## config.mk

```make
export PLATFORM = sky130hd
export DESIGN_NAME = sig_change_logger_flat
export DESIGN_NICKNAME = d
export VERILOG_FILES = /design/src/rtl/sig_change_logger_if.sv /design/src/rtl/sig_change_logger.sv /design/src/flat_wrapper.sv
export SDC_FILE = /design/constraint.sdc
export NUM_CORES = 1
export LEC_CHECK = 0
export BUFFER_PORTS_ARGS = -buffer_cell sky130_fd_sc_hd__buf_2
export CORE_AREA = 2 2 155 157
export DETAILED_ROUTE_END_ITERATION = 8
export DIE_AREA = 0 0 157 159
export SLEW_MARGIN = 20
export SYNTH_ARGS = -nofsm -noshare
export SYNTH_HDL_FRONTEND = slang
export SYNTH_SLANG_ARGS = --single-unit
```

## constraint.sdc

```tcl
create_clock -name clk_i -period 13.2 [get_ports clk_i]
set_input_delay 2.64 -clock clk_i [delete_from_list [all_inputs] [get_ports clk_i]]
set_output_delay 2.64 -clock clk_i [all_outputs]
set_load 0.02 [all_outputs]
```

## src/rtl/sig_change_logger_if.sv

```systemverilog
// Record stream from the change logger to its reader: valid/ready with show-ahead data.
interface sig_change_logger_if #(
    parameter int DW = 24
);
    logic          evt_valid;
    logic          evt_ready;
    logic [DW-1:0] evt_data;

    modport master (output evt_valid, output evt_data, input  evt_ready);
    modport slave  (input  evt_valid, input  evt_data, output evt_ready);
endinterface

```

## src/rtl/sig_change_logger.sv

```systemverilog
// Timestamped change logger: records {ts, sig_in} into a show-ahead FIFO on each sampled change while monitoring.
// Optional SIG_LOG_MASK_EN adds sig_mask_i so only selected bits trigger a record in RUN.
module sig_change_logger #(
    parameter int WIDTH    = 8,
    parameter int TS_WIDTH = 16,
    parameter int DEPTH    = 8
) (
    input  logic                     clk_i,
    input  logic                     rst_i,
    input  logic                     mon_on_i,
    input  logic                     mon_off_i,
    input  logic [WIDTH-1:0]         sig_in_i,
`ifdef SIG_LOG_MASK_EN
    input  logic [WIDTH-1:0]         sig_mask_i,
`endif
    sig_change_logger_if.master      evt,
    output logic                     active_o,
    output logic                     overflow_o,
    output logic [$clog2(DEPTH):0]   count_o
);
    localparam int AW = $clog2(DEPTH);
    localparam int DW = TS_WIDTH + WIDTH;

    typedef enum logic [1:0] {S_OFF, S_PRIME, S_RUN} state_e;

    state_e              state_q, state_d;
    logic [TS_WIDTH-1:0] ts_q;
    logic [WIDTH-1:0]    prev_q;
    logic                overflow_q, overflow_d;
    logic [AW:0]         count_q, count_d;
    logic [AW-1:0]       wr_ptr_q, rd_ptr_q;
    logic [DW-1:0]       mem_q [DEPTH];

    logic changed, push, take_on, pop, full, push_ok, drop;

`ifdef SIG_LOG_MASK_EN
    assign changed = |((sig_in_i ^ prev_q) & sig_mask_i);
`else
    assign changed = sig_in_i != prev_q;
`endif

    // mon_off dominates mon_on and suppresses any record at the edge it is sampled
    always_comb begin
        state_d = state_q;
        push    = 1'b0;
        take_on = 1'b0;
        unique case (state_q)
            S_OFF: begin
                if (mon_on_i && !mon_off_i) begin
                    state_d = S_PRIME;
                    take_on = 1'b1;
                end
            end
            S_PRIME: begin
                state_d = mon_off_i ? S_OFF : S_RUN;
                push    = !mon_off_i;
            end
            S_RUN: begin
                push = !mon_off_i && changed;
                if (mon_off_i) begin
                    state_d = S_OFF;
                end else if (mon_on_i) begin
                    state_d = S_PRIME;
                    take_on = 1'b1;
                end
            end
            default: state_d = S_OFF;
        endcase
    end

    assign pop     = evt.evt_valid && evt.evt_ready;
    assign full    = count_q == (AW+1)'(DEPTH);
    assign push_ok = push && (!full || pop);
    assign drop    = push && !push_ok;

    always_comb begin
        count_d = count_q;
        if (push_ok && !pop) begin
            count_d = count_q + 1'b1;
        end else if (!push_ok && pop) begin
            count_d = count_q - 1'b1;
        end
        overflow_d = overflow_q;
        if (take_on) begin
            overflow_d = 1'b0;
        end
        if (drop) begin
            overflow_d = 1'b1;
        end
    end

    always_ff @(posedge clk_i) begin
        if (rst_i) begin
            state_q    <= S_OFF;
            ts_q       <= '0;
            prev_q     <= '0;
            overflow_q <= 1'b0;
            count_q    <= '0;
            wr_ptr_q   <= '0;
            rd_ptr_q   <= '0;
        end else begin
            state_q    <= state_d;
            ts_q       <= ts_q + 1'b1;
            prev_q     <= sig_in_i;
            overflow_q <= overflow_d;
            count_q    <= count_d;
            if (push_ok) begin
                wr_ptr_q <= wr_ptr_q + 1'b1;
            end
            if (pop) begin
                rd_ptr_q <= rd_ptr_q + 1'b1;
            end
        end
    end

    always_ff @(posedge clk_i) begin
        if (!rst_i && push_ok) begin
            mem_q[wr_ptr_q] <= {ts_q, sig_in_i};
        end
    end

    assign evt.evt_valid = count_q != '0;
    assign evt.evt_data  = (count_q != '0) ? mem_q[rd_ptr_q] : '0;
    assign active_o      = state_q != S_OFF;
    assign overflow_o    = overflow_q;
    assign count_o       = count_q;
endmodule

```

## src/flat_wrapper.sv

```systemverilog
// flat-port wrapper written by rule: the top's interface ports become plain ports
module sig_change_logger_flat 
#(
    parameter int WIDTH    = 8,
    parameter int TS_WIDTH = 16,
    parameter int DEPTH    = 8
)
  (clk_i, rst_i, mon_on_i, mon_off_i, sig_in_i, active_o, overflow_o, count_o, evt_evt_valid, evt_evt_data, evt_evt_ready);
  sig_change_logger_if #(.DW(24)) evt_i ();
  input  logic clk_i;
  input  logic rst_i;
  input  logic mon_on_i;
  input  logic mon_off_i;
  input  logic [WIDTH-1:0] sig_in_i;
  output logic active_o;
  output logic overflow_o;
  output logic [$clog2(DEPTH):0] count_o;
  output wire logic [$bits(evt_i.evt_valid)-1:0] evt_evt_valid;
  output wire logic [$bits(evt_i.evt_data)-1:0] evt_evt_data;
  input wire logic [$bits(evt_i.evt_ready)-1:0] evt_evt_ready;
  assign evt_evt_valid = evt_i.evt_valid;
  assign evt_evt_data = evt_i.evt_data;
  assign evt_i.evt_ready = evt_evt_ready;
  sig_change_logger #(.WIDTH(WIDTH), .TS_WIDTH(TS_WIDTH), .DEPTH(DEPTH)) u_core (.clk_i(clk_i), .rst_i(rst_i), .mon_on_i(mon_on_i), .mon_off_i(mon_off_i), .sig_in_i(sig_in_i), .evt(evt_i), .active_o(active_o), .overflow_o(overflow_o), .count_o(count_o));
endmodule
```

# Word-level counts from Yosys, hierarchy flattened
# Memory sizes are Yosys's and may differ from the RTL's. A register that Yosys moved wholly into a read port is not among the register bits.
# Cells that the tools add are included.
[totals] reg_bits=37 latchBits=0 ram_bits=192 mem_bits_ro=0 in_bits=13 output_inout_bits=31 word_cells=58 mem_count=1
[classes] n_addsub=5 n_mul=0 div=0 n_lt_le_gt_ge=0 eq_ne=6 n_shift=0 muxes=19 bitwise_logic=0 n_reduce_logical=20
[memory_table] name="u_core.mem_q" words=8 width=24 read_ports=1 rd_clocked_by_memory_dff=1 wr=1 line="sig_change_logger.sv:32" rtl="logic [DW-1:0] mem_q [DEPTH];"
[op_table] operator="two-way mux 24 bit" count=1
[op_table] operator="adder 16 x 1 -> 16 bit (second input constant)" count=1
[op_table] operator="logical AND 1 bit" count=8
[op_table] operator="two-way mux 2 bit" count=4
[op_table] operator="two-way mux 4 bit" count=2
[op_table] operator="!= test 8 bit" count=1
[op_table] operator="two-way mux 1 bit" count=7
[op_table] operator="adder 3 x 1 -> 3 bit (second input constant)" count=2
[op_table] operator="two-way mux 3 bit" count=2
[op_table] operator="one-hot mux 2 bit (3 select lines)" count=1
[op_table] operator="nonzero test 2 bit" count=3
[op_table] operator="logical NOT 1 bit" count=5
[op_table] operator="adder 4 x 1 -> 4 bit (second input constant)" count=1
[op_table] operator="== test 4 bit (second input constant)" count=1
[op_table] operator="one-hot mux 1 bit (2 select lines)" count=2
[op_table] operator="nonzero test 4 bit" count=1
[op_table] operator="subtractor 4 x 1 -> 4 bit (second input constant)" count=1
[op_table] operator="!= test 3 bit (second input constant)" count=1
[op_table] operator="== test 2 x 1 -> 1 bit (second input constant)" count=1
[op_table] operator="== test 2 bit (second input constant)" count=1
[op_table] operator="logical NOT 2 bit" count=1
[op_table] operator="!= test 2 x 1 -> 1 bit (second input constant)" count=1
[op_table] operator="AND reduction 2 bit" count=1
[op_table] operator="logical OR 1 bit" count=1

# Depth between registers and ports, before layout
[logic_depth] depth_word=8 depth_mapped=16 ltp_nobuf=15

# Worst setup path after synthesis
# OpenSTA, ideal clock, no wires.
[synth_timing] path_type="input to register" startpoint="input port sig_in_i[6]" endpoint="memory u_core.mem_q[1][0], enable pin" arrival_time_ps=5592 slack_ps=7142 stages=5 path_cell_list="xnor2_1 -> nand4_1 -> nor2_1 -> o31a_1 -> nor4_1"
[synth_between] elab_chain_len=7
[synth_rtl] item="start, declared" line="flat_wrapper.sv:14" rtl="input logic [WIDTH-1:0] sig_in_i;"
[synth_rtl] item="!= test 8 bit" line="sig_change_logger.sv:39" rtl="assign changed = sig_in_i != prev_q;"
[synth_rtl] item="logical AND 1 bit" line="sig_change_logger.sv:59" rtl="push = !mon_off_i && changed;"
[synth_rtl] item="one-hot mux 1 bit (2 select lines)" line="sig_change_logger.sv:47" rtl="unique case (state_q)"
[synth_rtl] item="logical AND 1 bit" line="sig_change_logger.sv:73" rtl="assign push_ok = push && (!full || pop);"
[synth_rtl] item="logical AND 1 bit" line="sig_change_logger.sv:117" rtl="if (!rst_i && push_ok) begin"
[synth_rtl] item="two-way mux 1 bit" line="sig_change_logger.sv:117"
[synth_rtl] item="two-way mux 1 bit (not written as such)" line="sig_change_logger.sv:118" rtl="mem_q[wr_ptr_q] <= {ts_q, sig_in_i};"
[synth_rtl] item="end, declared" line="sig_change_logger.sv:32"
# No other way between the ends.

==> key figures <==
Logic synthesis
  – Sequential fraction of the synthesis area: 71.7%
  – Avg Synthesized Cell Area: 18.0 µm²
  – Flops & latches, synth: 232
  – Post-Syn Nets: 533
  – Number of enable flip-flop cells after synthesis: 192
  – Top FF cell, synth: edfxtp_1
  – Post-Syn Area: 0.00916 mm²
  – Syn Inst Count: 509
  – Synth unique cells: 46
  – Synth warnings: 0
  – Asr flop ratio synth: 0%

Global routing
  – Total grt overflow: 0
  – Initial antenna violation count: 0
  – Largest net degree at the start of global routing: 49
  – Global-route wire length before repair: 28300 µm
  – All-Layer GR Usage: 14.8%
  – Vias in the first global route: 4904

STA
  – Setup Skew: 0.0115 ns
  – Fmax: 194 MHz
  – Slew Viols, Final: 0
  – Worst Tran Pin Value: 1.03 ns
  – Period utilisation layout: 39.1%
  – Setup Viol. Count Final: 0
  – Final hold violation count: 0
  – Setup TNS: 0 ns
  – RSZ-0062 raised after global routing: false
  – Minimum clock period after layout: 5.16 ns
  – Rel. slew slack: 31.5%

Power
  – Pint: 1.38 mW
  – Pleak: 3.44 nW
  – Sw power: 559 µW
  – Clock power share: 32.9%
  – Share of power burned in registers: 43.3%
  – Combinational Power Share: 23.7%
  – Sw frac: 28.8%
  – Cell Pwr Density: 184 mW/mm²
  – Peak supply drop: 0.223 mV

Setup path
  – Critical Path Fanout Max: 26
  – Startpoint Class: register
  – Worst setup path class: reg2out
  – Required @ worst endpoint: 10.56 ns
  – Worst Path Arrival: 2.52 ns
  – Endpoint class of the critical path: output pin

Clocking
  – Clock Sinks: 232
  – Reg clk slew, reported paths: 0.06 ns
  – Post-CTS resize count: 0
  – Worst-Skew Late Latency: 0.50 ns
  – Post-CTS setup buffer count: 0
  – CTS Buffer Depth: 3
  – Post-cts hold buffer count: 0
  – CTS Buf Count: 24
  – Htree depth: 1
  – Root buffer cell: clkbuf_16
  – TritonCTS clock tree: built

Floorplanning
  – Die span in y: 159 µm
  – Initial core utilization: 39.5%
  – Die width: 157 µm
  – Core area: 0.0232 mm²
  – Die ar.: 0.0250 mm²
  – Num ports: 44
  – Row count: 56

Placed design
  – Post-DP HPWL: 10100 µm
  – IO buf count: 43
  – Gpl congestion: 0.697
  – DP Cell Count: 862

Min path
  – Worst Hold Class: reg2reg

Layout
  – Ratio of cells with drive above 1 in the final layout: 25.9%
  – Antenna Cells: 0
  – Commonest non-fill, non-tap cell in the layout: edfxtp_1
  – NumNets Final: 594
  – Layout area overhead: 15.4%
  – Non-filler cells, final: 907
  – Commonest cells after routing, fill and taps aside: edfxtp_1 (192), nor2_1 (53), mux4_2 (48)

Detailed routing
  – DR DRC count: 0
  – Final wirelength: 18000 µm
  – DR vias/cell: 5.07
  – DR WL/cell: 19.9 µm
  – Routed vias: 4594
  – Drt pass-1 iters: 4
  – 1st-iter DRT viols: 377
  – Routed Antenna Nets: 0

Status
  – Status: completed

Flow run
  – Max Cap Viol: 0
-- cell usage after synthesis, types with 4 or more instances --
library cell / n / area, µm²
edfxtp_1: 192 / 5770
nor2_1: 54 / 203
mux4_2: 48 / 1080
dfxtp_1: 40 / 801
mux2i_1: 27 / 270
xnor2_1: 14 / 123
nand2_1: 11 / 41.3
nor2b_1: 11 / 68.8
xor2_1: 11 / 96.3
ha_1: 10 / 125
inv_1: 9 / 33.8
nand3_1: 9 / 45.0
clkbuf_1: 8 / 30.0
buf_2: 7 / 35.0
a21oi_1: 6 / 30.0
nand2b_1: 6 / 37.5
nor3_1: 5 / 25.0
nand4_1: 4 / 25.0
o21ai_0: 4 / 20.0
-- path summary, 6_finish.rpt --
check / startpoint / end / slack (ns) / cells after the start
min: u_core.rd_ptr_q[1]$_SDFFE_PP0N_ / register / 0.49 / 2
max: register / evt_evt_data[15] / 8.04 / 5
min reg2reg: u_core.rd_ptr_q[1]$_SDFFE_PP0N_ / register / 0.49 / 2
max reg2reg: u_core.count_o[0]$_SDFFE_PP0P_ / u_core.count_o[3]$_SDFFE_PP0P_ / 10.03 / 13
-- final cells by class --
type | count | area [µm²]
Inverter | 10 | 37.5
Multi-Input combinational cell | 247 | 2490
Tap cell | 319 | 399
Clock inverter | 5 | 47.5
Sequential cell | 232 | 6570
Timing Repair Buffer | 55 | 318
Fill cell | 2009 | 12600
Clock buffer | 39 | 708
-- critical path, stage by stage (launching register included) --
cell     delay, ns
dfxtp_4       0.72
buf_12        0.30
mux4_2        0.53
mux2i_1       0.22
nor2_1        0.06
buf_2         0.17
-- sequential cells by signal (all words and copies together) (netlist names), named ones only --
register / count
u_core.count_o: 4
u_core.mem_q: 192
u_core.ts_q: 16
u_core.rd_ptr_q: 3
u_core.wr_ptr_q: 3
u_core.prev_q: 8
u_core.overflow_o: 1
u_core.state_q: 2
-- power groups by stage --
stage,logic (mW),registers (mW),clock network [mW]
6_report,0.460,0.841,0.639
5_1_grt,0.507,0.847,0.684
4_1_cts,0.450,0.862,0.655
3_5_place_dp,0.449,0.877,0
3_3_place_gp,0.443,0.875,0
2_1_floorplan,0.343,0.838,0
-- metal layers --
layer / up-vias / track usage [%] / routed length (µm)
li1: 2097 / - / -
met1: 2384 / 19.3 / 7840
met2: 95 / 25.7 / 9200
met3: 18 / 2.45 / 737
met4: 0 / 3.75 / 261
met5: - / 0 / 0
-- cells by family (layout without fill, tap and decap cells) --
kind of cell / after synthesis / after routing / share of synthesized area, %
muxes: 76 / 76 / 14.9
buffers and inverters: 30 / 109 / 1.61
DFF: 232 / 232 / 71.7
adders and majority gates: 11 / 11 / 1.59
and+or+nand+nor: 117 / 117 / 6.42
xor gates and xnor gates: 25 / 25 / 2.39
AOI/OAI and AO/OA: 18 / 18 / 1.35
-- metrics by stage --
stage               cell area, µm²  utilization [%]  power [mW]  hold slack (ns)  worst slack, ns
floorplan                     9160                -        1.18            0.454             7.14
finish                       10600             45.6        1.94            0.489             8.04
CTS                          10600             45.5        1.97            0.500             7.83
global route                 10600             45.6        2.04            0.515             7.84
global placement              9790             42.2        1.32            0.462             7.78
detailed placement            9790             42.2        1.33            0.478             7.66
(Power assumes the default switching activity.)
